==> src/rtl/spi_rx_ip_top.sv <==
// spi_rx_ip_top: SPI byte receiver with input synchronizers, dc tagging,
// sticky framing/overrun flags and a first-word fall-through FIFO.
module spi_rx_ip_top #(
    parameter int SYNC_STAGES = 2,
    parameter int FIFO_DEPTH  = 4
) (
    input  logic       clk,
    input  logic       reset,
    input  logic       cs,
    input  logic       dc,
    input  logic       scl,
    input  logic       sda,
    input  logic       rx_ready,
    input  logic       clear,
    output logic [7:0] rx_data,
    output logic       rx_dc,
    output logic       rx_valid,
    output logic       busy,
    output logic       overrun,
    output logic       frame_err
);
    localparam int AW = $clog2(FIFO_DEPTH);
    localparam logic [0:0] IDLE = 1'b0;
    localparam logic [0:0] RECV = 1'b1;
    localparam logic [AW:0] PTR_ONE = {{AW{1'b0}}, 1'b1};

    logic [SYNC_STAGES:0]   cs_q, cs_d, scl_q, scl_d;
    logic [SYNC_STAGES-1:0] sda_q, sda_d, dc_q, dc_d;
    logic [0:0]             state_q, state_d;
    logic [2:0]             bit_cnt_q, bit_cnt_d;
    logic [6:0]             shift_q, shift_d;
    logic [8:0]             mem_q [FIFO_DEPTH];
    logic [8:0]             mem_d [FIFO_DEPTH];
    logic [AW:0]            wp_q, wp_d, rp_q, rp_d;
    logic                   overrun_q, overrun_d, frame_err_q, frame_err_d;
    logic                   cs_rise, cs_fall, scl_rise, sda_s, dc_s;
    logic                   push, pop, wr, full, empty, frame_set;

    always_comb begin
        cs_d     = {cs_q[SYNC_STAGES-1:0], cs};
        scl_d    = {scl_q[SYNC_STAGES-1:0], scl};
        sda_d    = {sda_q[SYNC_STAGES-2:0], sda};
        dc_d     = {dc_q[SYNC_STAGES-2:0], dc};
        cs_rise  = cs_q[SYNC_STAGES-1] & ~cs_q[SYNC_STAGES];
        cs_fall  = ~cs_q[SYNC_STAGES-1] & cs_q[SYNC_STAGES];
        scl_rise = scl_q[SYNC_STAGES-1] & ~scl_q[SYNC_STAGES];
        sda_s    = sda_q[SYNC_STAGES-1];
        dc_s     = dc_q[SYNC_STAGES-1];
    end

    // A cs release wins over a coincident scl rise: the partial byte is dropped.
    always_comb begin
        state_d   = state_q;
        bit_cnt_d = bit_cnt_q;
        shift_d   = shift_q;
        push      = 1'b0;
        frame_set = 1'b0;
        if (state_q == IDLE) begin
            if (cs_fall) begin
                state_d   = RECV;
                bit_cnt_d = 3'd0;
                shift_d   = 7'd0;
            end
        end else if (cs_rise) begin
            state_d   = IDLE;
            frame_set = bit_cnt_q != 3'd0;
        end else if (scl_rise) begin
            shift_d   = {shift_q[5:0], sda_s};
            bit_cnt_d = bit_cnt_q + 3'd1;
            push      = bit_cnt_q == 3'd7;
        end
    end

    always_comb begin
        empty       = wp_q == rp_q;
        full        = (wp_q[AW] != rp_q[AW]) && (wp_q[AW-1:0] == rp_q[AW-1:0]);
        pop         = rx_ready && !empty;
        wr          = push && (!full || pop);
        mem_d       = mem_q;
        if (wr) mem_d[wp_q[AW-1:0]] = {dc_s, shift_q, sda_s};
        wp_d        = wr ? wp_q + PTR_ONE : wp_q;
        rp_d        = pop ? rp_q + PTR_ONE : rp_q;
        overrun_d   = (push && full && !pop) || (overrun_q && !clear);
        frame_err_d = frame_set || (frame_err_q && !clear);
    end

    always_ff @(posedge clk or posedge reset) begin
        if (reset) begin
            cs_q        <= '0;
            scl_q       <= '0;
            sda_q       <= '0;
            dc_q        <= '0;
            state_q     <= IDLE;
            bit_cnt_q   <= '0;
            shift_q     <= '0;
            mem_q       <= '{default: '0};
            wp_q        <= '0;
            rp_q        <= '0;
            overrun_q   <= 1'b0;
            frame_err_q <= 1'b0;
        end else begin
            cs_q        <= cs_d;
            scl_q       <= scl_d;
            sda_q       <= sda_d;
            dc_q        <= dc_d;
            state_q     <= state_d;
            bit_cnt_q   <= bit_cnt_d;
            shift_q     <= shift_d;
            mem_q       <= mem_d;
            wp_q        <= wp_d;
            rp_q        <= rp_d;
            overrun_q   <= overrun_d;
            frame_err_q <= frame_err_d;
        end
    end

    assign rx_data   = mem_q[rp_q[AW-1:0]][7:0];
    assign rx_dc     = mem_q[rp_q[AW-1:0]][8];
    assign rx_valid  = !empty;
    assign busy      = state_q == RECV;
    assign overrun   = overrun_q;
    assign frame_err = frame_err_q;
endmodule

==> config.mk <==
export PLATFORM = sky130hd
export DESIGN_NAME = spi_rx_ip_top
export DESIGN_NICKNAME = d
export VERILOG_FILES = /design/src/rtl/spi_rx_ip_top.sv
export SDC_FILE = /design/constraint.sdc
export NUM_CORES = 1
export LEC_CHECK = 0
export ABC_AREA = 1
export BUFFER_PORTS_ARGS = -buffer_cell sky130_fd_sc_hd__buf_4
export CAP_MARGIN = 25
export CORE_ASPECT_RATIO = 0.6
export CORE_MARGIN = 2
export CORE_UTILIZATION = 31
export DETAILED_ROUTE_END_ITERATION = 8
export SLEW_MARGIN = 25
export SYNTH_ARGS = -nofsm -noshare
export SYNTH_HDL_FRONTEND = slang
export SYNTH_SLANG_ARGS = --single-unit
==> constraint.sdc <==
create_clock -name clk -period 2.3 [get_ports clk]
set_input_delay 0.115 -clock clk [delete_from_list [all_inputs] [get_ports clk]]
set_output_delay 0.115 -clock clk [all_outputs]
set_load 0.01 [all_outputs]
# Word-level counts from Yosys, hierarchy flattened
# Cells that the tools add are included.
# word_totals
register_bits	65
in_bits	8
out_inout_bits	13
word_cells	75
# op_classes
n_addsub	3
order_cmp	3
eq_ne	6
mux	22
bitwise_logic	8
reduce_logical	18
# ops
cell	count
$bwmux 36	1
$mux 7	4
$mux 9	3
$bmux 9 s2	1
$demux 9 s2	1
$mux 3	4
$add 3x1->3 const B	3
$logic_and 1x1->1	8
$mux 1	8
$ge 3x3->1 const B	2
$not 2->3	2
$logic_not 1->1	4
$and 1x1->1	3
$eq 3x3->1	1
$eq 3x3->1 const B	1
$logic_or 1x1->1	3
$lt 3x1->1 const B	1
$not 1->1	3
$reduce_and 3->1	1
$reduce_bool 3->1	1
$eq 2x2->1	1
$ne 2x1->1 const B	1
$ne 2x2->1 const B	1
$reduce_bool 2->1	1
$ne 1x1->1	1

# Longest topological paths before layout
# Gate-level depths: netlist of run 1.
# depth
depth_word	8
mapped_depth	9
mapped_depth_nobuf	8

# Worst setup path after synthesis of run 1
# OpenSTA, ideal clock, no wires.
# synth_path
kind	flip-flop to flip-flop
from	register bit_cnt_q[0]
to	register mem_q[0] (netlist bit)
setup_ns	0.117
arrival_time_ns	1.236
required_time_ns	2.183
path_slack_ns	0.947
path_stages_with_launch	8
n_path_buf	0
period_less_slack_ns	1.353
path_cell_list	dfrtp_1 ha_1 ha_1 nand2_2 nor2_8 nand3_2 nand2_1 nand2_1
# synth_via
elab_chain_len	5
# synth_lines
element	line	text
start, declared	30	logic [2:0] bit_cnt_q, bit_cnt_d;
start signal, assigned	107	bit_cnt_q <= bit_cnt_d;
$eq 3x3->1	70	push = bit_cnt_q == 3'd7;
$mux 1	67	end else if (scl_rise) begin
$mux 1	64	end else if (cs_rise) begin
$mux 1	58	if (state_q == IDLE) begin
$logic_and 1x1->1	78	wr = push && (!full || pop);
end signal, assigned	109	mem_q <= mem_d;
end, declared	32	logic [8:0] mem_q [FIFO_DEPTH];
# No other way between the ends.
# A chain may end at the register's enable or synchronous reset.

# Worst setup path in the final report of run 1
# layout_path
from	register rp_q[0]
to	output rx_data[5]
# layout_via
elab_chain_len	4
# layout_lines
element	line	text
start, declared	34	logic [AW:0] wp_q, wp_d, rp_q, rp_d;
start signal, assigned	111	rp_q <= rp_d;
$not 2->3 (not written as such)	117	assign rx_data = mem_q[rp_q[AW-1:0]][7:0];
$bmux 9 s2	117	
$mux 9 (2 in series)	-	
end, declared	15	output logic [7:0] rx_data,
# No other way between the ends. The select of a mux whose other input is x is not followed.

==> results of run 1 <==
## area by class of cell
| class | count | area share |
|---|---|---|
| clock inverters | 4 | 0.0204 |
| flip-flops and latches | 65 | 0.441 |
| inverters | 22 | 0.0224 |
| clock buffers | 12 | 0.0695 |
| repair buffers | 36 | 0.0773 |
| well taps | 130 | 0.0441 |
| multi-input cells | 230 | 0.325 |
## worst register-to-register path, delay by kind of cell, from the launching register on
| kind | cells | cell delay [ns] |
|---|---|---|
| and+or+nand+nor | 7 | 1.01 |
| DFF | 1 | 0.55 |
| buffers and inverters | 1 | 0.23 |
## through the flow
step	hold slack (ns)	util	instance area [um^2]
after global routing	0.0927	0.396	3690
after global placement	0.212	0.354	3300
after floorplan	0.146	-	3030
after CTS	0.0476	0.396	3690
after detailed placement	0.215	0.354	3300
final	0.0586	0.396	3690
## routing by layer
layer  global-route usage  share of wire  vias to the layer above
li1                     -              -                     1183
met1                0.229           0.52                     1143
met2                0.224           0.40                       91
met3               0.0524          0.074                       11
met4               0.0413         0.0084                        0
met5                    0              0                        -
## power by group
part / switching (mW) / internal, mW / total (mW)
Combinational: 0.524 / 0.367 / 0.891
Clock: 0.496 / 1.01 / 1.50
Sequential: 0.110 / 1.19 / 1.30
## sequential cells by signal (all words and copies together), names as in the netlist
name	cells
mem_q	36
dc_q	2
sda_q	2
busy	1
rp_q	3
cs_q	3
scl_q	3
overrun	1
bit_cnt_q	3
wp_q	3
frame_err	1
shift_q	7
## path summary, 6_finish.rpt
check,start,cells after the start,slack [ns],to
setup / recovery,rp_q[0]$_DFFE_PP0P_,5,0.31,rx_data[5]
hold / removal,rx_ready,3,0.06,rp_q[0]$_DFFE_PP0P_
setup reg to reg,rp_q[1]$_DFFE_PP0P_,8,0.40,mem_q[0]$_DFFE_PP0P_
hold reg to reg,scl_q[0]$_DFF_PP0_,0,0.35,scl_q[1]$_DFF_PP0_
max in group asynchronous,reset,4,1.13,mem_q[21]$_DFFE_PP0P_
min in group asynchronous,reset,3,0.40,wp_q[2]$_DFFE_PP0P_
## kinds of logic (layout without fill, tap and decap cells)
| kind of cell | Yosys count | after routing | synth area share |
|---|---|---|---|
| compound gates | 41 | 41 | 0.0784 |
| xor+xnor | 1 | 1 | 0.00289 |
| fa+ha+maj | 8 | 8 | 0.0330 |
| flops | 65 | 65 | 0.536 |
| simple gates | 180 | 180 | 0.281 |
| buf+inv | 39 | 74 | 0.0681 |
## cell usage after synthesis
| cell | instances | area share |
|---|---|---|
| inv_1 | 20 | 0.025 |
| buf_4 | 2 | 0.0049 |
| o21ai_4 | 1 | 0.0054 |
| xnor2_1 | 1 | 0.0029 |
| a21oi_2 | 1 | 0.0029 |
| buf_2 | 6 | 0.0099 |
| nor2_2 | 1 | 0.0021 |
| o22ai_1 | 14 | 0.029 |
| nor2_1 | 20 | 0.025 |
| ha_1 | 8 | 0.033 |
| o21ai_0 | 25 | 0.041 |
| nor2_4 | 2 | 0.0074 |
| dfrtp_1 | 65 | 0.54 |
| nand2_4 | 1 | 0.0037 |
| clkbuf_1 | 2 | 0.0025 |
| nand2_2 | 3 | 0.0062 |
| inv_2 | 2 | 0.0025 |
| nand4_1 | 37 | 0.076 |
| buf_1 | 1 | 0.0012 |
| nand3_2 | 4 | 0.013 |
| buf_6 | 6 | 0.022 |
| nor2_8 | 1 | 0.0066 |
| nand3_1 | 9 | 0.015 |
| nand2_1 | 102 | 0.13 |
## timing repair
action,4_1_cts,5_1_grt
hold buffers,6,0
endpoints found under the hold margin,29,0
resized for setup,0,0
==> impl_metrics.json, run 1 <==
{
  "status": "complete, no violations",
  "fmax_mhz": 503,
  "place_hpwl_um": 5170,
  "arrival_ns": 1.87,
  "tightest_slew_ns": 0.556,
  "drcViolationCount": 0,
  "totalPowerFinal_mw": 3.70,
  "die_y_um": 80.6,
  "core-area_mm2": 0.00932,
  "clock_latency_ns": 0.33,
  "dp_slack_ns": 0.417,
  "yosysSeqAreaShare": 0.536,
  "io_buffer_count": 20,
  "routed_via_density": 4.87,
  "grt_max_degree": 30,
  "setup_ws_ns": 0.310,
  "die_w_um": 132,
  "cts.clk_slew.worst_paths_ns": 0.05,
  "drv_cap": 0,
  "finClkSkew_ns": 0.00622,
  "slew_headroom": 0.629,
  "synth_fp_nets": 350,
  "wl_um": 7520,
  "ys_ff_latch": 65,
  "setup_violations": 0,
  "crit_slowest_cell": "dfrtp_1",
  "ir_drop_mv": 0.382,
  "crit_top_cell": "buf_4",
  "cts.sinks": 65,
  "wl_per_cell_um": 15.1,
  "critical_path_required_ns": 2.18,
  "cellPowerDensity_mw_per_mm2": 1000,
  "hold_viol_final": 0,
  "pin_count": 21,
  "synth.distinct_cells": 24,
  "cpLargestDelayFamily": "flip-flops",
  "diodes": 0,
  "area_growth_pct": 21.6,
  "detail_route.iter0.violations": 196,
  "gp_congestion": 0.858,
  "post-route-min-period_ns": 1.99,
  "fillerInstances": 941,
  "grt_pass1_vias": 2352,
  "cts_buffer_depth": 2,
  "synth.avg_cell_area_um2": 9.08,
  "cp_max_fo": 19,
  "syn_inst": 334,
  "post-route-period-util": 0.865,
  "cts_tree": "done",
  "instances_no_fill": 499,
  "grt.total_usage": 0.158,
  "antenna_left": 0,
  "firstDrtPassIters": 4,
  "yosysWarnings": 0,
  "end_kind": "primary output",
  "netlist_area_mm2": 0.00303,
  "multi_input_area_mm2": 0.00120,
  "final_common_cell": "nand2_1",
  "maxSlewViolCount": 0,
  "layout_common_cells": "102 x nand2_1, 65 x dfrtp_1, 37 x nand4_1, 30 x buf_4, 25 x o21ai_0",
  "initial_core_util": 0.325,
  "cts_setup_buffers": 0,
  "critPathKind": "flip-flop to primary output",
  "hold_class": "primary input to flip-flop",
  "rows": 27,
  "antenna_found_initial": 0,
  "grt_pass1_wl_um": 12600,
  "htreeDepth": 3,
  "ff_latch_area_mm2": 0.00163,
  "max_stage_delay_ns": 0.64,
  "cts_buffers": 9,
  "dp_cells": 477,
  "vias": 2428,
  "nets": 380,
  "start_kind": "flip-flop",
  "crit_chain": "inv_1, buf_4, o21ai_0, o22ai_1, buf_4",
  "drive_above_1_share": 0.168,
  "setup_tns_ns": 0,
  "die-area_mm2": 0.0106,
  "cts-root-buf": "clkbuf_16",
  "grt_remaining_overflow": 0,
  "path_buf_inv": 3,
  "rsz0062_at_grt": "false",
  "leakage_nw": 1.86
}
(Power assumes the default switching activity.)
==> run 2: changes to the inputs <==
--- a/config.mk
+++ b/config.mk
@@ -14,2 +14,3 @@
 export DETAILED_ROUTE_END_ITERATION = 8
+export PLACE_DENSITY = 0.44
 export SLEW_MARGIN = 25
--- a/constraint.sdc
+++ b/constraint.sdc
@@ -3,2 +3,2 @@
 set_output_delay 0.115 -clock clk [all_outputs]
-set_load 0.01 [all_outputs]
+set_load 0.005 [all_outputs]
==> impl_metrics.json, run 2 (synthesis gave the netlist of run 1 again) <==
{
  "routed_via_density": 4.76,
  "largest_reg_flops": 36,
  "grt_pass1_vias": 2312,
  "clock_latency_ns": 0.33,
  "drcViolationCount": 0,
  "die-area_mm2": 0.0106,
  "ir_drop_mv": 0.376,
  "setup_violations": 0,
  "final_common_cell": "nand2_1",
  "cts.sinks": 65,
  "fmax_mhz": 542,
  "io_buffer_count": 20,
  "tightest_slew_ns": 0.396,
  "grt_pass1_wl_um": 13100,
  "end_kind": "primary output",
  "pin_count": 21,
  "fin_util": 0.396,
  "diodes": 0,
  "die_y_um": 80.6,
  "finClkSkew_ns": 0.00929,
  "place_hpwl_um": 5080,
  "grt_max_degree": 66,
  "leakage_nw": 1.87,
  "cts_buffers": 9,
  "arrival_ns": 1.73,
  "core-area_mm2": 0.00932,
  "fillerInstances": 982,
  "start_kind": "flip-flop",
  "grt.total_usage": 0.165,
  "critPathLaunch": "rp_q[0]$_DFFE_PP0P_",
  "vias": 2377,
  "die_w_um": 132,
  "wl_um": 7830,
  "maxSlewViolCount": 0,
  "layout_common_cells": "102 x nand2_1, 65 x dfrtp_1, 37 x nand4_1, 29 x buf_4, 25 x o21ai_0",
  "hold_viol_final": 0,
  "firstDrtPassIters": 4,
  "cts.repair.resized": 0,
  "rsz0062_at_grt": "false",
  "top_register": "mem_q",
  "nets": 380,
  "htreeDepth": 3,
  "drv_cap": 0,
  "antenna_found_initial": 0,
  "status": "complete, no violations",
  "critPathKind": "flip-flop to primary output",
  "antenna_left": 0,
  "initial_core_util": 0.325,
  "setup_tns_ns": 0,
  "hold_class": "primary input to flip-flop",
  "cts_tree": "done",
  "cellPowerDensity_mw_per_mm2": 992,
  "wl_per_cell_um": 15.7,
  "reg.largest.list": "mem_q x36, shift_q x7",
  "critical_path_required_ns": 2.18,
  "cts_buffer_depth": 2,
  "cp_max_fo": 19,
  "worstHoldStart": "rx_ready",
  "slew_headroom": 0.736,
  "grt_remaining_overflow": 0,
  "r2r-start": "bit_cnt_q[0]$_DFFE_PP0P_",
  "gp_congestion": 0.765,
  "post-route-period-util": 0.802,
  "area_growth_pct": 21.7,
  "detail_route.iter0.violations": 207,
  "cts-root-buf": "clkbuf_16",
  "post-route-min-period_ns": 1.85,
  "cts.clk_slew.worst_paths_ns": 0.05,
  "drive_above_1_share": 0.168,
  "rows": 27
}
## run 2: power breakdown
| part | switching, mW | total (mW) | leakage [nW] | internal, mW |
|---|---|---|---|---|
| registers | 0.0715 | 1.27 | 0.876 | 1.19 |
| logic | 0.535 | 0.912 | 0.834 | 0.377 |
| clock network | 0.507 | 1.48 | 0.159 | 0.976 |
| total | 1.11 | 3.66 | 1.87 | 2.55 |
## run 2: worst paths after layout
kind                                               to  slack, ns  depth (start not counted)
worst max-delay path                       rx_data[2]       0.45                          5
worst min-delay path              rp_q[1]$_DFFE_PP0P_       0.06                          3
worst max register to register  mem_q[35]$_DFFE_PP0P_       0.53                          7
worst min register to register     scl_q[1]$_DFF_PP0_       0.35                          0
max in group asynchronous         wp_q[1]$_DFFE_PP0P_       1.60                          4
min in group asynchronous         rp_q[0]$_DFFE_PP0P_       0.41                          4
## run 2: cell type report
| class | count | area [um^2] | area share |
|---|---|---|---|
| inverter | 22 | 82.6 | 0.0224 |
| tap | 130 | 163 | 0.0441 |
| timing repair buffer | 36 | 298 | 0.0807 |
| sequential | 65 | 1630 | 0.441 |
| multi-input combinational | 230 | 1200 | 0.325 |
| clock inverter | 5 | 78.8 | 0.0214 |
| clock buffer | 11 | 243 | 0.0658 |
## run 2: layer usage
layer	global-route usage	wire, um
met1	0.248	4300
met3	0.0537	473
met2	0.218	2960
met5	0	0
met4	0.0511	99
## run 2: worst max-delay path, stage by stage, from the launching register on
cell	delay, ns
dfrtp_1	0.56
inv_1	0.10
buf_4	0.22
o21ai_0	0.25
o22ai_1	0.11
buf_4	0.15
## run 2: timing repair
action / CTS / global route
endpoints found under the setup margin: 0 / 0
setup buffers: 0 / 0
hold buffers: 6 / 0
hold endpoints to repair: 71 / 0
## run 2: per-stage QoR
stage	cell area, um^2	cells	worst slack (ns)	power, mW	hold WS (ns)
floorplan	3030	334	0.559	1.81	0.146
global placement	3310	477	0.575	2.19	0.224
detailed placement	3310	477	0.550	2.19	0.226
CTS	3690	499	0.465	3.70	0.0477
global route	3690	499	0.342	3.85	0.0820
finish	3690	499	0.455	3.66	0.0636
